File: config.mk
export PLATFORM = sky130hd
export DESIGN_NAME = channel_link_tx_flat
export DESIGN_NICKNAME = d
export VERILOG_FILES = /design/src/rtl/clnk_pkg.sv /design/src/rtl/channel_link_tx_if.sv /design/src/rtl/clnk_clk_div.sv /design/src/rtl/channel_link_tx.sv /design/src/flat_wrapper.sv
export SDC_FILE = /design/constraint.sdc
export NUM_CORES = 1
export LEC_CHECK = 0
export CAP_MARGIN = 15
export CORE_MARGIN = 2
export CORE_UTILIZATION = 35
export CTS_BUF_LIST = sky130_fd_sc_hd__clkbuf_16
export CTS_CLUSTER_SIZE = 12
export DETAILED_ROUTE_END_ITERATION = 16
export PLACE_DENSITY = 0.65
export SLEW_MARGIN = 40
export SYNTH_ARGS = -nofsm -noshare
export SYNTH_HDL_FRONTEND = slang
export SYNTH_SLANG_ARGS = --single-unit
File: constraint.sdc
create_clock -name CLK -period 1.55 [get_ports CLK]
set_input_delay 0.31 -clock CLK [delete_from_list [all_inputs] [get_ports CLK]]
set_output_delay 0.31 -clock CLK [all_outputs]
set_load 0.05 [all_outputs]
File: src/rtl/clnk_pkg.sv
// Shared types and helpers for the channel-link transmitter and its divider.
// Holds the FSM state encoding, the idle bus word and the word-counter width.
package clnk_pkg;

    typedef enum logic [1:0] {
        IDLE  = 2'd0,
        DATA  = 2'd1,
        TRAIL = 2'd2,
        GAP   = 2'd3
    } clnk_state_t;

    localparam logic [127:0] IDLE_WORD = '0;

    function automatic int wcnt_width(input int nwords);
        return (nwords > 1) ? $clog2(nwords) : 1;
    endfunction

endpackage

File: src/rtl/channel_link_tx_if.sv
// Sample-stream, request and motherboard-FIFO signals of the channel-link transmitter.
// master = transmitter side, slave = readout buffer / pins side.
interface channel_link_tx_if #(
    parameter int DW = 16
);
    logic          START;
    logic          OVLP_TAG;
    logic          MUX_SEL;
    logic [DW-1:0] DIN;
    logic          DIN_VALID;
    logic          DIN_RDY;
    logic          CLR_ERR;
    logic [DW-1:0] DATAOUT;
    logic          CHAN_LNK_CLK;
    logic          MB_FIFO_PUSH_B;
    logic          MOVLP;
    logic          OVLPMUX;
    logic          DATAAVAIL;
    logic          ENDWORD;
    logic          BUSY;
    logic          UNDERRUN;
    logic          OVERFLOW;

    modport master (
        input  START, OVLP_TAG, MUX_SEL, DIN, DIN_VALID, CLR_ERR,
        output DIN_RDY, DATAOUT, CHAN_LNK_CLK, MB_FIFO_PUSH_B, MOVLP, OVLPMUX,
               DATAAVAIL, ENDWORD, BUSY, UNDERRUN, OVERFLOW
    );

    modport slave (
        output START, OVLP_TAG, MUX_SEL, DIN, DIN_VALID, CLR_ERR,
        input  DIN_RDY, DATAOUT, CHAN_LNK_CLK, MB_FIFO_PUSH_B, MOVLP, OVLPMUX,
               DATAAVAIL, ENDWORD, BUSY, UNDERRUN, OVERFLOW
    );
endinterface

File: src/rtl/clnk_clk_div.sv
// Word-slot divider: free-running 0..CLK_DIV-1 counter, slot strobes and registered link clock.
// Latency: lnk_clk lags the counter by one cycle so its rising edge lands mid-word; no backpressure.
module clnk_clk_div #(
    parameter int CLK_DIV = 2
) (
    input  logic clk,
    input  logic rst,
    output logic slot_start,
    output logic slot_last,
    output logic lnk_clk
);
    localparam int CW = $clog2(CLK_DIV);
    localparam logic [CW-1:0] LAST = CW'(CLK_DIV - 1);
    localparam logic [CW-1:0] HALF = CW'(CLK_DIV / 2);

    logic [CW-1:0] cnt;

    always_ff @(posedge clk or posedge rst) begin
        if (rst) begin
            cnt     <= '0;
            lnk_clk <= 1'b0;
        end else begin
            cnt     <= (cnt == LAST) ? '0 : cnt + 1'b1;
            lnk_clk <= (cnt >= HALF);
        end
    end

    assign slot_start = (cnt == '0);
    assign slot_last  = (cnt == LAST);
endmodule

File: src/rtl/channel_link_tx.sv
// Frames NCHAN*NSAMP stream words plus optional XOR trailer onto the motherboard FIFO, one word per slot.
// Latency: first push one CLK after the first slot start following START; a slot without DIN_VALID is skipped and retried.
module channel_link_tx
    import clnk_pkg::*;
#(
    parameter int DW        = 16,
    parameter int NCHAN     = 6,
    parameter int NSAMP     = 8,
    parameter int CLK_DIV   = 2,
    parameter int TRAILER   = 1,
    parameter int GAP_SLOTS = 1
) (
    input  logic                 CLK,
    input  logic                 RST,
    channel_link_tx_if.master    lnk
);
    localparam int NWORDS = NCHAN * NSAMP;
    localparam int WW     = wcnt_width(NWORDS);
    localparam int GW     = (GAP_SLOTS > 1) ? $clog2(GAP_SLOTS) : 1;
    localparam logic [WW-1:0] LAST_WORD = WW'(NWORDS - 1);
    localparam logic [GW-1:0] LAST_GAP  = GW'((GAP_SLOTS > 0) ? GAP_SLOTS - 1 : 0);
    localparam clnk_state_t   AFTER_PKT = (GAP_SLOTS > 0) ? GAP : IDLE;
    localparam logic [DW-1:0] IDLE_DAT  = IDLE_WORD[DW-1:0];

    logic slot_start, slot_last, lnk_clk;

    clnk_clk_div #(.CLK_DIV(CLK_DIV)) u_div (
        .clk        (CLK),
        .rst        (RST),
        .slot_start (slot_start),
        .slot_last  (slot_last),
        .lnk_clk    (lnk_clk)
    );

    clnk_state_t   state, state_n;
    logic [WW-1:0] wcnt, wcnt_n;
    logic [GW-1:0] gcnt, gcnt_n;
    logic [DW-1:0] acc, acc_n, dout_q, dout_n;
    logic pend, pend_n, ptag, ptag_n, pmux, pmux_n;
    logic pushb_q, pushb_n, endw_q, endw_n, avail_q, avail_n;
    logic movlp_q, movlp_n, omux_q, omux_n, rdy_q, rdy_n, busy_q, busy_n;
    logic unr_q, unr_n, ovf_q, ovf_n;
    logic take, xfer, unr_set, ovf_set;

    always_comb begin
        state_n = state;    wcnt_n  = wcnt;    gcnt_n  = gcnt;    acc_n   = acc;
        pend_n  = pend;     ptag_n  = ptag;    pmux_n  = pmux;
        dout_n  = dout_q;   pushb_n = pushb_q; endw_n  = endw_q;  avail_n = avail_q;
        movlp_n = movlp_q;  omux_n  = omux_q;
        unr_set = 1'b0;
        take    = slot_start && (state == IDLE) && pend;
        xfer    = rdy_q && lnk.DIN_VALID;
        ovf_set = lnk.START && pend && !take;

        if (take) begin
            movlp_n = ptag;
            omux_n  = pmux;
            pend_n  = 1'b0;
        end
        // The pending slot frees up in the cycle it is taken, so a START there is kept
        if (lnk.START && (!pend || take)) begin
            pend_n = 1'b1;
            ptag_n = lnk.OVLP_TAG;
            pmux_n = lnk.MUX_SEL;
        end

        if (slot_start) begin
            dout_n  = IDLE_DAT;
            pushb_n = 1'b1;
            endw_n  = 1'b0;
            avail_n = 1'b0;
            unique case (state)
                IDLE, DATA: begin
                    if (state == DATA || pend) begin
                        state_n = DATA;
                        avail_n = 1'b1;
                        if (xfer) begin
                            dout_n  = lnk.DIN;
                            pushb_n = 1'b0;
                            acc_n   = acc ^ lnk.DIN;
                            if (wcnt == LAST_WORD) begin
                                wcnt_n = '0;
                                if (TRAILER != 0) begin
                                    state_n = TRAIL;
                                end else begin
                                    state_n = AFTER_PKT;
                                    endw_n  = 1'b1;
                                    acc_n   = '0;
                                end
                            end else begin
                                wcnt_n = wcnt + 1'b1;
                            end
                        end else begin
                            unr_set = 1'b1;
                        end
                    end
                end
                TRAIL: begin
                    dout_n  = acc;
                    pushb_n = 1'b0;
                    endw_n  = 1'b1;
                    avail_n = 1'b1;
                    acc_n   = '0;
                    state_n = AFTER_PKT;
                end
                GAP: begin
                    if (gcnt == LAST_GAP) begin
                        gcnt_n  = '0;
                        state_n = IDLE;
                    end else begin
                        gcnt_n = gcnt + 1'b1;
                    end
                end
                default: state_n = IDLE;
            endcase
        end

        // DIN_RDY is registered, so it is decided one cycle ahead of the slot start
        rdy_n  = slot_last && ((state_n == DATA) || ((state_n == IDLE) && pend_n));
        busy_n = (state_n != IDLE) || pend_n;
        unr_n  = unr_set || (unr_q && !lnk.CLR_ERR);
        ovf_n  = ovf_set || (ovf_q && !lnk.CLR_ERR);
    end

    always_ff @(posedge CLK or posedge RST) begin
        if (RST) begin
            state   <= IDLE;   wcnt    <= '0;     gcnt    <= '0;     acc     <= '0;
            pend    <= 1'b0;   ptag    <= 1'b0;   pmux    <= 1'b0;
            dout_q  <= '0;     pushb_q <= 1'b1;   endw_q  <= 1'b0;   avail_q <= 1'b0;
            movlp_q <= 1'b0;   omux_q  <= 1'b0;   rdy_q   <= 1'b0;   busy_q  <= 1'b0;
            unr_q   <= 1'b0;   ovf_q   <= 1'b0;
        end else begin
            state   <= state_n;  wcnt    <= wcnt_n;   gcnt    <= gcnt_n;   acc     <= acc_n;
            pend    <= pend_n;   ptag    <= ptag_n;   pmux    <= pmux_n;
            dout_q  <= dout_n;   pushb_q <= pushb_n;  endw_q  <= endw_n;   avail_q <= avail_n;
            movlp_q <= movlp_n;  omux_q  <= omux_n;   rdy_q   <= rdy_n;    busy_q  <= busy_n;
            unr_q   <= unr_n;    ovf_q   <= ovf_n;
        end
    end

    assign lnk.DIN_RDY        = rdy_q;
    assign lnk.DATAOUT        = dout_q;
    assign lnk.CHAN_LNK_CLK   = lnk_clk;
    assign lnk.MB_FIFO_PUSH_B = pushb_q;
    assign lnk.MOVLP          = movlp_q;
    assign lnk.OVLPMUX        = omux_q;
    assign lnk.DATAAVAIL      = avail_q;
    assign lnk.ENDWORD        = endw_q;
    assign lnk.BUSY           = busy_q;
    assign lnk.UNDERRUN       = unr_q;
    assign lnk.OVERFLOW       = ovf_q;
endmodule

File: src/flat_wrapper.sv
// flat-port wrapper written by rule: the top's interface ports become plain ports
module channel_link_tx_flat import clnk_pkg::*;
#(
    parameter int DW        = 16,
    parameter int NCHAN     = 6,
    parameter int NSAMP     = 8,
    parameter int CLK_DIV   = 2,
    parameter int TRAILER   = 1,
    parameter int GAP_SLOTS = 1
)
  (CLK, RST, lnk_START, lnk_OVLP_TAG, lnk_MUX_SEL, lnk_DIN, lnk_DIN_VALID, lnk_CLR_ERR, lnk_DIN_RDY, lnk_DATAOUT, lnk_CHAN_LNK_CLK, lnk_MB_FIFO_PUSH_B, lnk_MOVLP, lnk_OVLPMUX, lnk_DATAAVAIL, lnk_ENDWORD, lnk_BUSY, lnk_UNDERRUN, lnk_OVERFLOW);
  channel_link_tx_if #(.DW(DW)) lnk_i ();
  input  logic CLK;
  input  logic RST;
  input wire logic [$bits(lnk_i.START)-1:0] lnk_START;
  input wire logic [$bits(lnk_i.OVLP_TAG)-1:0] lnk_OVLP_TAG;
  input wire logic [$bits(lnk_i.MUX_SEL)-1:0] lnk_MUX_SEL;
  input wire logic [$bits(lnk_i.DIN)-1:0] lnk_DIN;
  input wire logic [$bits(lnk_i.DIN_VALID)-1:0] lnk_DIN_VALID;
  input wire logic [$bits(lnk_i.CLR_ERR)-1:0] lnk_CLR_ERR;
  output wire logic [$bits(lnk_i.DIN_RDY)-1:0] lnk_DIN_RDY;
  output wire logic [$bits(lnk_i.DATAOUT)-1:0] lnk_DATAOUT;
  output wire logic [$bits(lnk_i.CHAN_LNK_CLK)-1:0] lnk_CHAN_LNK_CLK;
  output wire logic [$bits(lnk_i.MB_FIFO_PUSH_B)-1:0] lnk_MB_FIFO_PUSH_B;
  output wire logic [$bits(lnk_i.MOVLP)-1:0] lnk_MOVLP;
  output wire logic [$bits(lnk_i.OVLPMUX)-1:0] lnk_OVLPMUX;
  output wire logic [$bits(lnk_i.DATAAVAIL)-1:0] lnk_DATAAVAIL;
  output wire logic [$bits(lnk_i.ENDWORD)-1:0] lnk_ENDWORD;
  output wire logic [$bits(lnk_i.BUSY)-1:0] lnk_BUSY;
  output wire logic [$bits(lnk_i.UNDERRUN)-1:0] lnk_UNDERRUN;
  output wire logic [$bits(lnk_i.OVERFLOW)-1:0] lnk_OVERFLOW;
  assign lnk_i.START = lnk_START;
  assign lnk_i.OVLP_TAG = lnk_OVLP_TAG;
  assign lnk_i.MUX_SEL = lnk_MUX_SEL;
  assign lnk_i.DIN = lnk_DIN;
  assign lnk_i.DIN_VALID = lnk_DIN_VALID;
  assign lnk_i.CLR_ERR = lnk_CLR_ERR;
  assign lnk_DIN_RDY = lnk_i.DIN_RDY;
  assign lnk_DATAOUT = lnk_i.DATAOUT;
  assign lnk_CHAN_LNK_CLK = lnk_i.CHAN_LNK_CLK;
  assign lnk_MB_FIFO_PUSH_B = lnk_i.MB_FIFO_PUSH_B;
  assign lnk_MOVLP = lnk_i.MOVLP;
  assign lnk_OVLPMUX = lnk_i.OVLPMUX;
  assign lnk_DATAAVAIL = lnk_i.DATAAVAIL;
  assign lnk_ENDWORD = lnk_i.ENDWORD;
  assign lnk_BUSY = lnk_i.BUSY;
  assign lnk_UNDERRUN = lnk_i.UNDERRUN;
  assign lnk_OVERFLOW = lnk_i.OVERFLOW;
  channel_link_tx #(.DW(DW), .NCHAN(NCHAN), .NSAMP(NSAMP), .CLK_DIV(CLK_DIV), .TRAILER(TRAILER), .GAP_SLOTS(GAP_SLOTS)) u_core (.CLK(CLK), .RST(RST), .lnk(lnk_i));
endmodule
==> flow_summary.toml, run 1 <==
[status]
status = "completed"

[pwr]
peakVddDrop_v = 0.000529
combPwrFrac = 0.240
p_per_area_mw_per_mm2 = 1190
leakage_nw = 1.48
seqPwrFrac = 0.493
power.internal_mw = 2.82
p_total_mw = 4.04
clock_power_share = 0.266
p_sw_mw = 1.22
sw_frac_of_total = 0.302

[clock_network]
numCtsBuffers = 5
cts_tree = "yes"
cts.sinks = 54
cts_buffer_depth = 2
cts_setup_buffers = 0
htree_levels = 2
insertion_delay_ns = 0.29
clk_pin_slew_ns = 0.07
cts_root_buf = "clkbuf_16"

[setup_path]
cp-end-kind = "register"
critical_path.slowest_cell = "dfrtp_1"
slowest_delay_ns = 0.45
cp_data_required_time_ns = 1.71
arrival_ns = 1.66
worst-setup-path-type = "register to register"
crit_fanout = 15
crit_path_cell_trace = "or2_1 -> buf_4 -> o311ai_0 -> o31ai_1"
start_kind = "register"

[detailed_routing]
highest_layer = "met4"
drtAntennaViolNets = 0
vias = 1814
firstDrtPassIters = 4
met3_length_um = 207
wire_per_inst_um = 15.5
drc_errors = 0
drtIter0Drc = 91
viasPerCell = 5.35
met1_length_um = 2300
route.met2.wl_um = 2650
routed_wl_um = 5240

[sta]
worst_pin_slew_ns = 0.336
fin_crit_sh = 0.962
relSlewSlack = 0.774
timing.fmax_ghz = 0.671
clock_skew_ns = 0.00362
rsz0062_at_grt = "false"
layout_min_cycle_time_ns = 1.49
tns_ns = 0
drv_slew = 0
hold_viol_final = 0
fin_ws_ns = 0.0594
setup_viol = 0

[grt]
antenna_found_initial = 0
grt_max_degree = 55
grt_remaining_overflow = 0
grt_pass1_vias = 1838
grt_util_all_layers = 0.154
grt_pass1_wl_um = 8870

[synthesis]
ys.flop_type = "dfrtp_1"
syn_nets = 230
synth_largest_area_cell = "dfrtp_1"
synthArstFlopShare = 1.00
ys_warn_count = 0
synth_edf_count = 0
synth.most_common_cell = "dfrtp_1"
syn_area_mm2 = 0.00236
synthCells = 206
ys_ff_latch = 54
post_synth_and_or_nand_nor_area_fraction = 0.0753
synth.distinct_cells = 38
synthXorXnorAreaFrac = 0.00371
synth.avg_cell_area_um2 = 11.5
yosysTopAreaCellShare = 0.562
synthAdderAreaFrac = 0.00530
yosys-top-cells-area = "dfrtp_1, o31ai_1, o21ai_0"
muxShareOfSynthArea = 0.0408
ys_seq_area_frac = 0.573
synth_top_family_by_area = "compound AO/OA/AOI/OAI gates"
synth_compound_area_frac = 0.238
synth_common_cells = "dfrtp_1, o21ai_0, inv_1"

[layout]
final_area_mm2 = 0.00339
n_antenna_cell = 0
area_growth_pct = 43.5
fillers = 553
fin_nets = 285
drive_above_1_share = 0.229

[run]
max-cap-violations = 0

[placement]
port_buffers = 48
dpl-instance-area_mm2 = 0.00325
preCtsSetupSlack_ns = -0.170
hpwlAfterDp_um = 3660
gp_congestion = 0.802

[die]
die_area_mm2 = 0.00742
rows = 29
die-width_um = 86.1
start_util = 0.368
ioPinCount = 49
die_h_um = 86.1
coreArea_mm2 = 0.00642

[worst_hold_path]
hold_path_class = "input port to async pin"
## cells by family after synthesis
kind of cell	Yosys count
buf+inv	32
fa+ha+maj	1
mux	9
compound gates	75
simple gates	34
xor+xnor	1
flops	54
## path summary, 6_finish.rpt
check	from	to	slack [ns]	depth (start not counted)
max	u_core.state[1]	u_core.acc[8]	0.06	4
min	RST	u_core.lnk.DATAOUT[4]	0.42	3
max reg2reg	u_core.state[1]	u_core.acc[8]	0.06	4
min reg2reg	u_core.acc[9]	u_core.acc[9]	0.49	1
max in group asynchronous	RST	u_core.lnk.MB_FIFO_PUSH_B	0.82	3
min in group CLK	u_core.acc[9]	u_core.acc[9]	0.49	1
## layer usage
metal,track usage,vias to the layer above
li1,-,878
met1,0.200,890
met2,0.249,38
met3,0.0337,8
met4,0.0649,0
met5,0,-
## critical path, delay by kind of cell (launching register included)
kind | cells | cell delay [ns]
DFF | 1 | 0.45
AOI/OAI and AO/OA | 2 | 0.46
and+or+nand+nor | 1 | 0.25
buffers and inverters | 1 | 0.20
## layout by cell type (no fill, tap or decap), types with 4 or more instances in the layout
cell / n
a221o_1: 4
a22oi_1: 12
and3_1: 6
buf_12: 28
buf_4: 11
clkbuf_16: 5
clkdlybuf4s50_1: 22
dfrtp_1: 51
inv_1: 18
mux2_2: 5
mux2i_1: 4
nand2_1: 11
nand3_1: 4
o211ai_1: 4
o21ai_0: 20
o311ai_1: 9
o31ai_1: 14
## power by group through the flow
stage / Combinational (mW) / Clock (mW) / Sequential (mW)
finish: 0.972 / 1.08 / 1.99
global route: 1.06 / 1.19 / 2.04
CTS: 0.984 / 1.11 / 1.99
detailed placement: 0.982 / 0 / 2.01
global placement: 0.952 / 0 / 1.99
floorplan: 0.392 / 0 / 2.12
## timing repair
item	4_1_cts	5_1_grt
gates resized for setup	0	4
hold buffers	0	0
endpoints found under the setup margin	0	5
## state kept, by name, summed over array words and instances, names as in the netlist, 2 cells and up
name                flops
u_core.lnk.DATAOUT     16
u_core.state            2
u_core.acc             16
u_core.wcnt             6
## through the flow
stage	utilization	hold slack [ns]	instances
finish	0.528	0.420	339
global route	0.528	0.458	339
CTS	0.527	0.443	339
detailed placement	0.505	0.475	331
global placement	0.505	0.461	331
floorplan	-	0.374	206
## area by class of cell
cell class                 instances  area [um^2]  area share
sequential                        54         1360       0.400
timing repair buffer              61          863       0.255
multi-input combinational        120          857       0.253
clock buffer                       5          125      0.0369
tap                               77         96.3      0.0284
inverter                          19         75.1      0.0222
clock inverter                     3         16.3     0.00480
No activity file was read; power rests on OpenSTA's default activity.
==> run 2, diff against run 1 <==
- PLACE_DENSITY: 0.65 -> 0.68
==> run 2 against run 1 <==
  * Power is 1.4% higher
  * Critical endpoint is now u_core.acc[0]
  * Sequential power hardly changed
  * Register-to-register slack worse by 0.02 ns
  * Die area stayed put
  * Sequential share of layout area is 0.11 points lower
  * Cell count is 0.59% higher
  * Setup slack worse by 0.027 ns
  * Via count is 2.6% higher
  * Largest cell class unchanged
==> flow_summary.toml, run 2 (synthesis results as in run 1) <==
[grt]
grt_max_degree = 28
grt_remaining_overflow = 0
antenna_found_initial = 0
grt_pass1_vias = 1867
grt_pass1_wl_um = 8940
grt_util_all_layers = 0.151

[clock_network]
cts_root_buf = "clkbuf_16"
cts.sinks = 54
clk_pin_slew_ns = 0.07
htree_levels = 2
cts_tree = "yes"
insertion_delay_ns = 0.29
numCtsBuffers = 5
cts_setup_buffers = 0
cts_buffer_depth = 2

[detailed_routing]
vias = 1862
viasPerCell = 5.46
drtAntennaViolNets = 0
routed_wl_um = 5370
drc_errors = 0
drtIter0Drc = 152
firstDrtPassIters = 5
wire_per_inst_um = 15.7

[layout]
fin_nets = 287
mostFrequentLayoutCells = "dfrtp_1, buf_12, clkdlybuf4s50_1"
n_antenna_cell = 0
layout_commonest_cell = "dfrtp_1"
area_growth_pct = 44.0
fillers = 554
finish.utilization = 0.530
regArea_mm2 = 0.00136
drive_above_1_share = 0.242
final_area_mm2 = 0.00340
multi_input_area_um2 = 857

[placement]
gp_congestion = 0.773
port_buffers = 48
hpwlAfterDp_um = 3690
dpl-instance-area_mm2 = 0.00325

[sta]
hold_viol_final = 0
drv_slew = 0
setup_viol = 0
relSlewSlack = 0.788
worst_pin_slew_ns = 0.315
clock_skew_ns = 0.00762
layout_min_cycle_time_ns = 1.52
timing.hold.ws_ns = 0.294
timing.fmax_ghz = 0.659
rsz0062_at_grt = "false"
fin_crit_sh = 0.979
tns_ns = 0

[setup_path]
start_kind = "input port"
cp_num_buf_inv = 2
reg2reg_to = "u_core.acc[0]"
worst-setup-path-type = "input port to register"
crit_fanout = 7
cp.depth = 5
reg2reg_slack_ns = 0.04
crit_path_cell_trace = "clkdlybuf4s50_1 -> o211ai_2 -> buf_4 -> o311ai_1 -> o31ai_1"
cp-end-kind = "register"
worstSetupEndpoint = "u_core.acc[0]"
r2r_start = "u_core.u_div.slot_last"
critPathLaunch = "lnk_DIN_VALID"
cp_data_required_time_ns = 1.70
arrival_ns = 1.67
cp_top_family = "buffers and inverters"
reg2reg_depth = 4
slowest_delay_ns = 0.57
critical_path.slowest_cell = "clkdlybuf4s50_1"

[status]
status = "completed"

[die]
die_h_um = 86.1
rows = 29
die_area_mm2 = 0.00742
ioPinCount = 49
coreArea_mm2 = 0.00642
start_util = 0.368
die-width_um = 86.1

[pwr]
leakage_nw = 1.48
peakVddDrop_v = 0.000483
p_per_area_mw_per_mm2 = 1210

[worst_hold_path]
hold_path_class = "input port to async pin"

[run]
max-cap-violations = 0
## run 2: cell count changes in the layout (fill, tap and decap cells not counted)
cell and change:
buf_12 -1, o311ai_1 -1, clkinv_1 -1, clkinv_2 -1, dfrtp_1 -1, clkinv_4 +1, dfrtp_2 +1, buf_4 +3
o311ai_0 +1, inv_6 +1
## run 2: timing repair
action,4_1_cts,5_1_grt
endpoints found under the setup margin,0,6
hold endpoints to repair,0,0
hold buffers,0,0
resized for setup,0,4
## run 2: area by class of cell
class | count | area share
flip-flops and latches | 54 | 0.399
multi-input cells | 120 | 0.252
clock inverters | 3 | 0.00736
inverters | 19 | 0.0221
clock buffers | 5 | 0.0368
repair buffers | 63 | 0.255
well taps | 77 | 0.0283
## run 2: worst min path at each step
stage / cells past startpoint / to / slack (ns) / from
after CTS: 2 / u_core.lnk.ENDWORD / 0.30 / RST
after detailed placement: 1 / u_core.acc[12] / 0.47 / u_core.acc[12]
final: 2 / u_core.acc[4] / 0.29 / RST
after global placement: 1 / u_core.acc[11] / 0.46 / u_core.acc[11]
after floorplan: 0 / u_core.u_div.lnk_clk / 0.37 / u_core.u_div.slot_last
after global routing: 2 / u_core.lnk.ENDWORD / 0.31 / RST
## run 2: power by group
group	internal (mW)	total, mW	switching, mW
Combinational	0.524	0.992	0.467
Sequential	1.71	1.99	0.274
Clock	0.607	1.12	0.512
Total	2.85	4.10	1.25
## run 2: per-stage QoR
step | power, mW | std cells | setup slack (ns)
finish | 4.10 | 341 | 0.0326
global placement | 2.96 | 333 | -0.186
CTS | 4.13 | 341 | 0.0130
floorplan | 2.51 | 206 | 0.0648
global route | 4.31 | 341 | 0.00534
detailed placement | 3.00 | 333 | -0.199
## run 2: per-layer routing
metal	wire [um]	global-route usage
met2	2620	0.245
met1	2470	0.206
met5	0	0
met4	66	0.0390
met3	206	0.0337
==> run 3, diff against run 2 <==
- CAP_MARGIN: 15 -> 20
==> results of run 3 <==
No change in the layout: final DEF, timing and power equal those of run 2.
==> edit 1 (flow settings as in run 1) <==
`TRAILER` is set to 1 in 2 places; all go to 0.
--- a/src/rtl/channel_link_tx.sv
+++ b/src/rtl/channel_link_tx.sv
@@ -8,5 +8,5 @@
     parameter int NSAMP     = 8,
     parameter int CLK_DIV   = 2,
-    parameter int TRAILER   = 1,
+    parameter int TRAILER   = 0,
     parameter int GAP_SLOTS = 1
 ) (
--- a/src/flat_wrapper.sv
+++ b/src/flat_wrapper.sv
@@ -6,5 +6,5 @@
     parameter int NSAMP     = 8,
     parameter int CLK_DIV   = 2,
-    parameter int TRAILER   = 1,
+    parameter int TRAILER   = 0,
     parameter int GAP_SLOTS = 1
 )
Behaviour: same outputs for any inputs over 10 cycles, from zero or initial values and one cycle with RST high; that may be too few to reach the edited logic, so the function may still have changed.
==> edit 1 against run 1 <==
- the flow now finishes with violations (setup timing)
- area after synthesis rose by 5.5%
- combinational power grew 16%
- hold slack better by 13 ps
- sequential cell count unchanged
- global-route usage grew 0.10 points
- total power is 3.5% higher
- cell area is 7.6% higher
- routed wire length up 9.0%
- die area increased by 5.2%
- setup slack worse by 73 ps
- non-clock buffer count is 5 higher
- highest routed layer unchanged
==> edit 1: results <==
[outcome]
status = finished with violations
violations = setup timing

[cts]
clk_path_buf_depth = 2
ctsHtreeMaxLevel = 2
clk_pin_slew_worst_paths_ps = 70
cts_buffers = 5

[setup_path]
crit_family = flip-flops
cp_max_fo = 8
r2r-start = u_core.wcnt[0]$_DFFE_PP0P_
arrival_ps = 1790
critical_path_class = reg -> reg
crit_end = u_core.acc[4]$_DFFE_PP0P_
rr_worst_depth = 7
slowest_delay_ps = 410

[routing]
route.vias.total = 1999
wl_met3_um = 343
wl_met1_um = 2650
routed_wl_um = 5710
dr.pass1.iters = 5
drtIter0Drc = 184
wl_met2_um = 2620
top_layer_used = met4

[grt]
grtUsageTotal_pct = 15.5
use_met2_pct = 24.3
grt_pass1_vias = 1935
antenna_found_initial = 0
grt_pass1_wl_um = 9360
grt_util_met1_pct = 21.5
met3_usage_pct = 3.54

[synth]
synth_fp_nets = 248
yosys-top-cells-area = dfrtp_1 53%, nand3b_1 9.6%, a222oi_1 6.4%
yosys-top-cells-count = 53 x dfrtp_1, 32 x nand3b_1, 25 x nand2_1
ys_types = 39
syn-instance-count = 224
ys_seq_area_share_pct = 54.3
async_reset_ff_share_pct = 100

[timing]
skew_ps = 6.53
slew_headroom_pct = 75.4
worst_slack_ps = -13.2
timing.hold.ws_ps = 434
setup_violations = 3

[final_layout]
drive_gt1_share_pct = 25.3
stdcell_count = 384
nFillCells = 636
layout.nets = 311
utilization_pct = 53.4

[place]
place_inst = 372
place_area_sq_mm = 0.00342
dp_hpwl_um = 3820
place.gp.congestion = 0.718

[power_and_ir_drop]
power_frac_clock_pct = 25.5
pg_comb_mw = 1.13
switchingPower_mw = 1.29
irDropWorstVdd_mv = 0.523
power_frac_seq_pct = 47.5
power_leakage_nw = 1.63

[min_path]
hold_path.class = in -> async
## edit 1: cells by family after synthesis
logic type / share of synthesized area [%]
simple gates: 20.8
flops: 54.3
compound gates: 14.7
buf+inv: 6.63
mux: 2.71
xor+xnor: 0.352
fa+ha+maj: 0.502
## edit 1: metrics by stage
stage	setup slack, ps	TNS [ps]
CTS	36.1	0
floorplan	25.7	0
global placement	-139	-3960
finish	-13.2	-18.1
detailed placement	-185	-5410
global route	-73.8	-828
## edit 1: layout make-up
| type | instances | share of cell area [%] |
|---|---|---|
| flip-flops and latches | 54 | 37.1 |
| inverters | 22 | 2.37 |
| well taps | 96 | 3.29 |
| clock inverters | 3 | 0.446 |
| clock buffers | 5 | 3.43 |
| repair buffers | 66 | 26.1 |
| multi-input cells | 138 | 27.2 |
## edit 1: timing repair
item,CTS,global route
gates cloned,0,2
buffers inserted,0,2
endpoints found under the setup margin,3,18
resized for setup,1,4
==> edit 2 (config.mk and constraints of run 1) <==
Made on the original files. Make the reset (`RST` and `rst`) synchronous in 2 clocked blocks.
--- a/src/rtl/clnk_clk_div.sv
+++ b/src/rtl/clnk_clk_div.sv
@@ -16,5 +16,5 @@
     logic [CW-1:0] cnt;
 
-    always_ff @(posedge clk or posedge rst) begin
+    always_ff @(posedge clk) begin
         if (rst) begin
             cnt     <= '0;
--- a/src/rtl/channel_link_tx.sv
+++ b/src/rtl/channel_link_tx.sv
@@ -123,5 +123,5 @@
     end
 
-    always_ff @(posedge CLK or posedge RST) begin
+    always_ff @(posedge CLK) begin
         if (RST) begin
             state   <= IDLE;   wcnt    <= '0;     gcnt    <= '0;     acc     <= '0;
Check against the original RTL: differs if RST is asserted again (counterexample within 4 cycles, from zero or initial values and one cycle with RST high); with RST held inactive, the same outputs for 10 cycles.
==> edit 2 against run 1 <==
- cell area decreased by 2.1%
- setup slack got worse by 51 ps
- synthesized cell count increased by 11%
- sequential cell count unchanged
- routed wire length decreased by 3.5%
- clock skew about the same
- fmax decreased by 3.3%
- area after synthesis decreased by 3.3%
- highest routed layer unchanged
- sequential share of layout area decreased by 7.2 points
Power is not compared: it rests on default switching activity, and its combinational part moved more than twofold at a synthesized area within 25%.
==> edit 2: results <==
[place]
place_area_sq_mm = 0.00311
dp_slack_ps = -393

[setup_path]
rrSetupSlack_ps = 9
crit_family = simple AND/OR/NAND/NOR gates
crit_slowest_cell = or4b_4
cp_max_fo = 5
crit_end = u_core.wcnt[1]$_SDFFE_PP0P_
arrival_ps = 1720
rr_worst_depth = 5

[grt]
grt_pass1_vias = 1837
grtUsageTotal_pct = 14.7
grt_pass1_wl_um = 8660

[synth]
ys_seq_area_share_pct = 47.4
async_reset_ff_share_pct = 0
synth_fp_nets = 252
synth_fa_ha_area_share_pct = 0.548
yosys-top-cells-count = 54 x dfxtp_1, 18 x a21o_1, 18 x nor2_1
synth_compound_area_share_pct = 27.1

[routing]
dr.pass1.iters = 5
vias_per_cell = 5.02

[final_layout]
drive_gt1_share_pct = 25.3
stdcell_count = 377
layout.nets = 323
nFillCells = 581

[timing]
period_share_pct = 99.4

[outcome]
status = complete, no violations
==> edit 2: cell types whose count changed in the layout (fill, tap and decap cells not counted), moves of 17 or more <==
| cell | before | now |
|---|---|---|
| dfrtp_1 | 51 | 0 |
| dfxtp_1 | 0 | 51 |
| a21o_1 | 0 | 18 |
| o21ai_0 | 20 | 2 |
| a22o_1 | 0 | 17 |
| buf_4 | 11 | 41 |
==> edit 2: repair_timing <==
action                                 CTS  global route
buffers inserted                         1             1
pin swaps                                7             4
resized for setup                        7             8
setup endpoints to repair               23            39
endpoints found under the hold margin    0             0
==> edit 2: where the power goes <==
part / total [mW] / switching, mW / leakage, nW / internal [mW]
registers: 1.43 / 0.0191 / 0.439 / 1.42
clock network: 1.06 / 0.474 / 0.0724 / 0.585
logic: 0.345 / 0.173 / 0.971 / 0.172
total: 2.84 / 0.666 / 1.48 / 2.17
==> edit 2: logic make-up (layout without fill, tap and decap cells) <==
logic type | Yosys count | after routing
buf+inv | 19 | 91
simple gates | 65 | 65
mux | 3 | 3
flops | 54 | 54
compound gates | 81 | 81
xor+xnor | 5 | 5
fa+ha+maj | 1 | 1
==> edit 2: layout make-up <==
type                       instances  area share, %
multi-input combinational        155           34.6
sequential                        54           32.8
timing repair buffer              78           25.0
clock buffer                       5           3.77
tap                               77           2.91
inverter                           5          0.566
clock inverter                     3          0.377
==> edit 2: metrics by stage <==
| stage | utilization [%] | setup TNS [ps] | power, mW |
|---|---|---|---|
| 2_1_floorplan | - | -386 | 1.62 |
| 3_3_place_gp | 49.2 | -13130 | 1.80 |
| 3_5_place_dp | 49.2 | -13480 | 1.80 |
| 4_1_cts | 52.0 | -91.4 | 2.87 |
| 5_1_grt | 52.5 | -305 | 2.95 |
| 6_report | 52.5 | 0 | 2.84 |
==> edit 2: worst min path at each step <==
stage	to	start	slack (ps)
final	u_core.u_div.slot_last$_SDFF_PP0_	RST	360
after global routing	u_core.u_div.slot_last$_SDFF_PP0_	RST	370
after CTS	u_core.lnk.ENDWORD$_SDFFE_PP0N_	u_core.lnk.ENDWORD$_SDFFE_PP0N_	460
after detailed placement	u_core.lnk.ENDWORD$_SDFFE_PP0N_	u_core.lnk.ENDWORD$_SDFFE_PP0N_	440
after global placement	u_core.lnk.ENDWORD$_SDFFE_PP0N_	u_core.lnk.ENDWORD$_SDFFE_PP0N_	440
after floorplan	u_core.u_div.slot_last$_SDFF_PP0_	RST	380
==> edit 2: metal layers <==
metal  global-route usage (%)  vias up  share of wire [%]
li1                         -      968                  -
met1                     18.9      886                 48
met2                     25.1       32                 48
met3                     3.05        5                3.1
met4                     3.90        0               0.87
met5                        0        -                  0
==> edit 2: worst register-to-register path: cells and delay by family (launching register included) <==
kind,cells,cell delay (ps)
fa+ha+maj,1,130
flops,1,350
simple gates,4,950
